<file path="config.mk">
export PLATFORM = sky130hd
export DESIGN_NAME = tl_lane_queue
export DESIGN_NICKNAME = d
export VERILOG_FILES = /design/src/rtl/tl_pkg.sv /design/src/rtl/tl_lane_queue.sv
export SDC_FILE = /design/constraint.sdc
export NUM_CORES = 1
export LEC_CHECK = 0
export ABC_AREA = 1
export BUFFER_PORTS_ARGS = -buffer_cell sky130_fd_sc_hd__buf_2
export CAP_MARGIN = 20
export CORE_AREA = 2 2 39 41
export CTS_CLUSTER_SIZE = 12
export DETAILED_ROUTE_END_ITERATION = 8
export DIE_AREA = 0 0 41 43
export MAX_ROUTING_LAYER = met4
export SLEW_MARGIN = 20
export SYNTH_ARGS = -nofsm -noshare
export SYNTH_HDL_FRONTEND = slang
export SYNTH_SLANG_ARGS = --single-unit
</file>
<file path="constraint.sdc">
create_clock -name clk -period 2.3 [get_ports clk]
set_input_delay 0.46 -clock clk [delete_from_list [all_inputs] [get_ports clk]]
set_output_delay 0.46 -clock clk [all_outputs]
set_load 0.01 [all_outputs]
</file>
<file path="src/rtl/tl_pkg.sv">
// Shared light encoding and default sizing for the traffic-light model.
package tl_pkg;

  localparam logic [1:0] GREEN   = 2'b00;
  localparam logic [1:0] YELLOW  = 2'b01;
  localparam logic [1:0] RED     = 2'b10;
  localparam logic [1:0] ILLEGAL = 2'b11;

  localparam int DEFAULT_CNT_W = 4;

endpackage

</file>
<file path="src/rtl/tl_lane_queue.sv">
// One lane: saturating vehicle queue drained one car every DEP_GAP green cycles.
module tl_lane_queue
  import tl_pkg::*;
#(
  parameter int CNT_W   = DEFAULT_CNT_W,
  parameter int DEP_GAP = 3
) (
  input  logic             clk,
  input  logic             reset,
  input  logic [1:0]       light,
  input  logic             arr,
  output logic [CNT_W-1:0] cnt,
  output logic             sensor,
  output logic             ovf
);

  localparam logic [3:0]       TMR_LAST = 4'(DEP_GAP - 1);
  localparam logic [CNT_W-1:0] CNT_FULL = '1;

  logic [3:0] tmr;
  logic       green;
  logic       dep;

  assign green  = (light == GREEN);
  assign dep    = green && (cnt != '0) && (tmr == TMR_LAST);
  assign sensor = |cnt;

  // Departure timer: runs only while green with cars waiting, otherwise parked at 0
  always_ff @(posedge clk) begin
    if (reset) begin
      tmr <= 4'd0;
    end else if (!green || cnt == '0 || dep) begin
      tmr <= 4'd0;
    end else begin
      tmr <= tmr + 4'd1;
    end
  end

  // Queue depth and sticky overflow; a simultaneous arrival and departure cancel out
  always_ff @(posedge clk) begin
    if (reset) begin
      cnt <= '0;
      ovf <= 1'b0;
    end else if (arr && !dep) begin
      if (cnt == CNT_FULL) begin
        ovf <= 1'b1;
      end else begin
        cnt <= cnt + CNT_W'(1);
      end
    end else if (dep && !arr) begin
      cnt <= cnt - CNT_W'(1);
    end
  end

endmodule

</file>
==> results.yml, run 1 <==
status:
  outcome: "complete, no violations"
yosys:
  async_reset_ff_share_pct: 0
  yosysWarnings: 0
  synth_area_leaders: "dfxtp_1, ha_1, nor2_1"
  synth_mux_area_share_pct: 0
  synth_top_cell_by_area: "dfxtp_1"
  synth-xor-area-share_pct: 4.70
  synth_compound_area_share_pct: 5.82
  syn_inst: 67
  syn-num-nets: 77
  synth-seq-cells: 9
  ys_seq_area_share_pct: 32.2
  avgSynthCellArea_um2: 8.35
  yosysMostFrequentCell: "nor2_1"
  synth_top_family_by_area: "simple AND/OR/NAND/NOR gates"
  synth-simple-area-share_pct: 38.9
  synth_common_cells: "nor2_1, dfxtp_1, nand2_1, inv_1"
  synth-edff-count: 0
  yosysUniqueCellTypes: 24
  synthDominantCellAreaShare_pct: 32.2
  synthAdderAreaFrac_pct: 12.5
  ys.flop_type: "dfxtp_1"
  synth_area_um2: 559
min_path:
  hold_path_depth: 2
  holdCritPathClass: "primary input to flip-flop"
place:
  dp_hpwl_um: 781
  portBuffers: 10
  pre_cts_ws_ns: 0.153
  gp_congestion: 0.684
global_route:
  overflow: 0
  grt_pass1_wl_um: 1740
  track_usage_pct: 14.9
  grt_pass1_vias: 455
  antenna_found_initial: 0
  grt_max_degree: 7
floorplanning:
  dieArea_um2: 1760
  core_um2: 1380
  boundaryPins: 11
  core.rowCount: 14
  start_util_pct: 40.4
  fp.dieH_um: 43
  die_w_um: 41
setup_path:
  rr_worst_depth: 15
  crit_start: "tmr[0]"
  cpLargestDelayFamily: "simple AND/OR/NAND/NOR gates"
  rrSetupSlack_ns: 0.21
  cp.required_ns: 2.46
  r2r_end: "cnt[3]"
  critPathBufInv: 2
  cp-start-kind: "flip-flop"
  crit_fanout: 5
  worstPathArrival_ns: 2.25
  crit_chain: "inv_1 -> ha_1 -> nand2_2 -> nor2_8 -> nand3_2 -> nand2_2 -> ha_1 -> nand2_1 -> inv_1 -> a21oi_1 -> nand3_1 -> nand2_2 -> nor2_4 -> nor2_1 -> nor2_2"
  slowest_stage: "dfxtp_1"
  cpMostUsedCell: "nand2_2"
  critical_path_class: "flip-flop to flip-flop"
  crit_cells: 15
  max_stage_delay_ns: 0.37
  setup.worst_path.end_class: "flip-flop"
  crit_end: "cnt[3]"
  r2r-start: "tmr[0]"
detailed_routing:
  viasPerCell: 4.61
  dr.pass1.iters: 3
  wl_per_cell_um: 10.1
  drc: 0
  wl_um: 991
  drt_iter0_drc: 2
  ant_nets: 0
  vias: 452
power:
  finalPower_uw: 393
  vdd_drop_max_mv: 0.273
  powerDensity_nw_per_um2: 582
  p_leak_nw: 0.314
finish:
  diodes: 0
  finalNetCount: 93
  n_fill_cell: 140
  multi_input_area_um2: 359
  drive_above_1_share_pct: 35.4
  seqCellArea_um2: 180
  syn_to_final_growth_pct: 20.8
cts:
  clock_latency_ns: 0.26
  cts_tree: "done"
  cts.repair.resized: 0
  clk_pin_slew_ns: 0.06
  post_cts_buffers: 0
  cts_sinks: 9
  cts_buffers: 3
  htree_num_levels: 1
  hold_buffers: 0
  clockRootBuffer: "clkbuf_4"
  clockBufferDepth: 2
sta:
  worst_pin_slew_ns: 0.259
  finClkSkew_ns: 0.00578
  period_share_pct: 90.7
  fin_ws_ns: 0.215
  slew_headroom_pct: 82.7
  tns_ns: 0
  hold_viol_final: 0
  setup_viol: 0
  fmax_ghz: 0.480
  slew_violations: 0
  rsz0062_at_grt: "false"
  min_period_ns: 2.09
job:
  cap_viol_max_count: 0
==> routing by layer <==
metal  part of all wire [%]  GRT usage (%)  up-vias
met5                      0              -        -
met4                    1.0           4.00        0
met3                    2.9           6.28        2
met2                     54           25.3        8
met1                     42           14.6      201
li1                       -              -      241
==> placed cells by master (no fill, tap or decap), types with 2 or more instances in the layout <==
| cell | instances |
|---|---|
| nand2_1 | 8 |
| xor2_1 | 2 |
| nor2_1 | 12 |
| nand3_2 | 2 |
| clkbuf_4 | 3 |
| inv_1 | 6 |
| a21oi_1 | 3 |
| dfxtp_1 | 9 |
| nand3_1 | 2 |
| buf_2 | 10 |
| nand2_2 | 4 |
| ha_1 | 3 |
| nand4_1 | 2 |
==> layout make-up <==
| cell class | count | area share [%] |
|---|---|---|
| Clock buffer | 4 | 3.89 |
| Tap cell | 16 | 2.96 |
| Timing Repair Buffer | 11 | 8.52 |
| Inverter | 8 | 4.81 |
| Multi-Input combinational cell | 50 | 53.1 |
| Sequential cell | 9 | 26.7 |
==> metrics by stage <==
stage	cell area (um^2)	util (%)	hold WS, ns	std cells
finish	676	48.8	0.380	98
CTS	663	47.9	0.374	98
floorplan	559	-	0.430	67
detailed placement	637	46.0	0.450	94
global route	676	48.8	0.377	98
global placement	637	46.0	0.441	94
==> cells by family (layout without fill, tap and decap cells) <==
logic type	Yosys count	count (layout)
XOR/XNOR	3	3
flip-flops	9	9
buffers and inverters	8	23
AND/OR/NAND/NOR	36	36
AO/OA/AOI/OAI	6	6
adder cells (fa/ha/maj)	5	5
==> power breakdown <==
group	total, mW	switching (mW)	internal (mW)	leakage [nW]
clock	0.123	0.0565	0.0669	0.0150
sequential	0.176	0.0117	0.164	0.0736
combinational	0.0936	0.0528	0.0408	0.225
==> flip-flops by register name, summed over array words and instances, names as in the netlist <==
register,cells
ovf,1
tmr,4
cnt,4
==> worst min path at each step <==
stage                     startpoint     end  slack [ns]
after floorplan               tmr[0]  tmr[0]        0.43
after global placement        tmr[0]  tmr[0]        0.44
after detailed placement      tmr[0]  tmr[0]        0.45
after CTS                      reset  cnt[2]        0.37
after global routing           reset  cnt[2]        0.38
final                          reset  cnt[2]        0.38
No activity file was read; power rests on OpenSTA's default activity.
==> run 2, diff against run 1 <==
- CORE_AREA: 2 2 39 41 -> unset
- CORE_UTILIZATION: unset -> 40
- DIE_AREA: 0 0 41 43 -> unset
==> run 2 against run 1 <==
Against the previous run: cell count fell by 2.0%; setup slack lost 0.087 ns; clock skew rose by 0.0037 ns; sequential cell count unchanged; highest routed layer is now met3; total power down 2.2%; die area down 12%; critical path type unchanged; sequential share of layout area up 0.87 points; maximum frequency shrank 4.0%; register-to-register slack worse by 0.09 ns; utilization is 1.5 points higher.
==> results.yml, run 2 (same netlist as run 1, synthesis figures left out) <==
setup_path:
  cpMostUsedCell: "nand2_2"
  slowest_stage: "dfxtp_1"
  cp-start-kind: "flip-flop"
  r2r_end: "cnt[3]"
  critical_path_class: "flip-flop to flip-flop"
  rrSetupSlack_ns: 0.13
  max_stage_delay_ns: 0.38
  r2r-start: "tmr[0]"
  rr_worst_depth: 15
  setup.worst_path.end_class: "flip-flop"
  worstPathArrival_ns: 2.32
  crit_fanout: 5
  cp.required_ns: 2.45
  crit_chain: "inv_1 -> ha_1 -> nand2_2 -> nor2_8 -> nand3_2 -> nand2_2 -> ha_1 -> nand2_1 -> nand2_1 -> a21oi_1 -> nand3_1 -> nand2_2 -> nor2_4 -> nor2_1 -> nor2_2"
finish:
  finalNetCount: 92
  finish.utilization_pct: 50.3
  final_cell_mix: "nor2_1, buf_2, dfxtp_1"
  drive_above_1_share_pct: 33.3
  reg_top3: "cnt x4, tmr x4, ovf x1"
  diodes: 0
  layout_commonest_cell: "nor2_1"
  syn_to_final_growth_pct: 17.0
  fin_cells: 96
cts:
  clock_latency_ns: 0.26
  cts_buffers: 3
  clockBufferDepth: 2
  hold_buffers: 0
  clockRootBuffer: "clkbuf_4"
  cts_tree: "done"
  htree_num_levels: 1
  post_cts_buffers: 0
  cts.repair.resized: 0
  clk_pin_slew_ns: 0.07
  cts_sinks: 9
floorplanning:
  dieArea_um2: 1550
  boundaryPins: 11
  core.rowCount: 13
  fp.dieH_um: 39.4
  start_util_pct: 43.0
  core_um2: 1300
  die_w_um: 39.4
sta:
  min_period_ns: 2.17
  setup_viol: 0
  finClkSkew_ns: 0.00947
  tns_ns: 0
  worst_pin_slew_ns: 0.267
  slew_headroom_pct: 82.2
  fmax_ghz: 0.460
  period_share_pct: 94.5
  rsz0062_at_grt: "false"
  hold_viol_final: 0
  slew_violations: 0
min_path:
  hold_path_depth: 2
  whs_endpoint: "cnt[2]"
  hold_start: "reset"
  holdCritPathClass: "primary input to flip-flop"
detailed_routing:
  wl_per_cell_um: 9.32
  vias: 444
  ant_nets: 0
  wl_um: 895
  viasPerCell: 4.63
  dr.pass1.iters: 4
  drt_iter0_drc: 5
  drc: 0
global_route:
  antenna_found_initial: 0
  grt_pass1_vias: 327
  grt_max_degree: 8
  track_usage_pct: 14.4
  overflow: 0
  grt_pass1_wl_um: 1390
power:
  powerDensity_nw_per_um2: 588
  vdd_drop_max_mv: 0.298
  p_leak_nw: 0.310
  finalPower_uw: 385
job:
  cap_viol_max_count: 0
status:
  outcome: "complete, no violations"
place:
  dp_hpwl_um: 721
  gp_congestion: 0.825
  portBuffers: 10
  placed_cells: 92
[run 2: changes by cell type in the layout (fill, tap and decap cells not counted), sizes merged]
cell / change
buf: -1
[run 2: through the flow]
| step | hold WS (ns) | setup slack, ns | area [um^2] |
|---|---|---|---|
| floorplan | 0.430 | 0.320 | 559 |
| CTS | 0.376 | 0.136 | 654 |
| detailed placement | 0.451 | 0.170 | 628 |
| finish | 0.386 | 0.127 | 654 |
| global placement | 0.445 | 0.182 | 628 |
| global route | 0.387 | 0.00814 | 654 |
[run 2: how the worst max path moves through the flow]
| stage | from | endpoint | slack, ns | cells after the start |
|---|---|---|---|---|
| detailed placement | tmr[0] | cnt[3] | 0.17 | 15 |
| finish | tmr[0] | cnt[3] | 0.13 | 15 |
| CTS | tmr[0] | cnt[3] | 0.14 | 15 |
| global route | tmr[0] | cnt[3] | 0.008 | 15 |
| global placement | tmr[0] | cnt[3] | 0.18 | 15 |
| floorplan | tmr[0] | cnt[3] | 0.32 | 15 |
[run 2: critical path, delay by kind of cell (launching register included)]
kind | cells | cell delay (ns)
AOI/OAI and AO/OA | 1 | 0.16
adders and majority gates | 2 | 0.53
buffers and inverters | 1 | 0.06
DFF | 1 | 0.38
and+or+nand+nor | 11 | 0.92
[run 2: power breakdown]
group | switching [mW] | internal [mW]
sequential | 0.0123 | 0.164
combinational | 0.0497 | 0.0363
clock | 0.0550 | 0.0668
total | 0.117 | 0.268
[run 2: final cells by class]
| class | instances | area, um^2 |
|---|---|---|
| timing repair buffer | 10 | 50.0 |
| tap | 15 | 18.8 |
| fill | 127 | 647 |
| inverter | 8 | 32.5 |
| clock buffer | 4 | 26.3 |
| multi-input combinational | 50 | 347 |
| sequential | 9 | 180 |
[run 2: metal layers]
metal,share of wire (%),vias to the layer above,track usage (%)
met2,42,11,17.9
met5,0,-,-
met3,6.4,0,8.52
met1,52,188,18.8
met4,0,0,5.17
li1,-,245,-
==> run 3, diff against run 2 <==
==> constraint.sdc (replaced) <==
create_clock -name clk -period 2.3 [get_ports clk]
set_input_delay 0.46 -clock clk [delete_from_list [all_inputs] [get_ports clk]]
set_output_delay 0.46 -clock clk [all_outputs]
set_load 0.05 [all_outputs]
==> run 3 against run 2 <==
Against the previous run: via count is 4.3% higher; wire length is 11% higher; clock power hardly changed; setup slack better by 0.054 ns; critical path depth stayed put; sequential cell count stayed put; critical endpoint unchanged; largest power group unchanged.
==> results.yml, run 3 (same netlist as run 1, synthesis figures left out) <==
sta:
  hold_viol_final: 0
  tns_ns: 0
  fin_ws_ns: 0.182
  fmax_ghz: 0.472
  slew_violations: 0
  setup_viol: 0
  period_share_pct: 92.1
  rsz0062_at_grt: "false"
  worst_pin_slew_ns: 0.269
  finClkSkew_ns: 0.00478
  min_period_ns: 2.12
  slew_headroom_pct: 82.0
cts:
  clk_pin_slew_ns: 0.07
  cts_buffers: 3
  clock_latency_ns: 0.27
  cts_sinks: 9
  clockRootBuffer: "clkbuf_4"
  clockBufferDepth: 2
  htree_num_levels: 1
  hold_buffers: 0
  cts_tree: "done"
floorplanning:
  dieArea_um2: 1550
  fp.dieH_um: 39.4
  boundaryPins: 11
  core_um2: 1300
  core.rowCount: 13
  die_w_um: 39.4
  start_util_pct: 43.0
power:
  p_leak_nw: 0.314
  switching_power_uw: 157
  powerDensity_nw_per_um2: 640
  vdd_drop_max_mv: 0.339
  seq_power_share_pct: 42.1
  power_frac_clock_pct: 29.3
  p_int_uw: 268
  power_frac_comb_pct: 28.6
  swShare_pct: 37.0
finish:
  diodes: 0
  syn_to_final_growth_pct: 18.8
  final_cell_mix: "nor2_1, buf_2, nand2_1"
  reg_top3: "cnt x4, tmr x4, ovf x1"
  drive_above_1_share_pct: 40.7
  finalNetCount: 92
  n_fill_cell: 139
  layout_commonest_cell: "nor2_1"
detailed_routing:
  wl_um: 996
  drt_iter0_drc: 13
  dr.pass1.iters: 4
  viasPerCell: 4.82
  wl_per_cell_um: 10.4
  drc: 0
  vias: 463
  ant_nets: 0
setup_path:
  cp.required_ns: 2.46
  cp-start-kind: "flip-flop"
  setup.worst_path.end_class: "flip-flop"
  cpMostUsedCell: "nand2_2"
  crit_fanout: 5
  worstPathArrival_ns: 2.28
  max_stage_delay_ns: 0.37
  critical_path_class: "flip-flop to flip-flop"
  slowest_stage: "dfxtp_1"
  crit_chain: "inv_1 -> ha_1 -> nand2_2 -> nor2_8 -> nand3_2 -> nand2_2 -> ha_1 -> nand2_1 -> nand2_1 -> a21oi_2 -> nand3_1 -> nand2_2 -> nor2_4 -> nor2_1 -> nor2_2"
global_route:
  grt_max_degree: 8
  overflow: 0
  grt_pass1_vias: 387
  antenna_found_initial: 0
  track_usage_pct: 16.5
  grt_pass1_wl_um: 1630
place:
  dp_hpwl_um: 794
  portBuffers: 10
  gp_congestion: 0.806
  pre_cts_ws_ns: 0.161
min_path:
  holdCritPathClass: "primary input to flip-flop"
job:
  cap_viol_max_count: 0
status:
  outcome: "complete, no violations"
[run 3: cell count changes in the layout (fill, tap and decap cells not counted)]
cell | previous run | this run
clkbuf_1 | 1 | 0
clkinv_2 | 0 | 1
dfxtp_2 | 0 | 4
a21oi_1 | 3 | 2
a21oi_2 | 0 | 1
dfxtp_1 | 9 | 5
[run 3: power by group through the flow]
stage	sequential (mW)	clock (mW)	combinational, mW
floorplan	0.206	0	0.0706
global placement	0.182	0	0.118
detailed placement	0.182	0	0.120
CTS	0.178	0.129	0.121
global route	0.181	0.136	0.134
finish	0.179	0.125	0.122
[run 3: per-stage QoR]
stage | power (mW) | std cells | hold WS, ns | instance area (um^2) | util (%)
after floorplan | 0.277 | 67 | 0.430 | 564 | -
after global placement | 0.300 | 92 | 0.446 | 633 | 48.7
after detailed placement | 0.302 | 92 | 0.449 | 633 | 48.7
after CTS | 0.428 | 96 | 0.380 | 661 | 50.8
after global routing | 0.451 | 96 | 0.390 | 664 | 51.1
final | 0.425 | 96 | 0.384 | 664 | 51.1
[run 3: metal layers]
metal / GRT usage (%) / share of wire (%)
met5: - / 0
met4: 2.59 / 0.70
met3: 10.2 / 6.7
met2: 24.2 / 44
met1: 19.6 / 48
[run 3: path summary, 6_finish.rpt]
path / start / cells past startpoint / slack, ns / endpoint
hold / removal: reset / 2 / 0.38 / cnt[2]
hold reg to reg: ovf / 1 / 0.46 / ovf
setup / recovery: tmr[0] / 15 / 0.18 / cnt[3]
setup reg to reg: tmr[0] / 15 / 0.18 / cnt[3]
[run 3: critical path: cells and delay by family (launching register included)]
family                     cells  cell delay (ns)
DFF                            1             0.37
adders and majority gates      2             0.54
buffers and inverters          1             0.06
AOI/OAI and AO/OA              1             0.12
and+or+nand+nor               11             0.94
[run 3: final cells by class]
cell class	count	area (um^2)	area share, %
timing repair buffer	10	50.0	7.53
sequential	9	185	27.9
clock buffer	3	22.5	3.39
inverter	8	32.5	4.90
tap	15	18.8	2.82
clock inverter	1	5.00	0.753
multi-input combinational	50	350	52.7
[run 3: what timing repair did]
action,CTS,global route
setup buffers,0,0
setup endpoints to repair,0,1
gates resized for setup,0,1
hold endpoints to repair,0,0
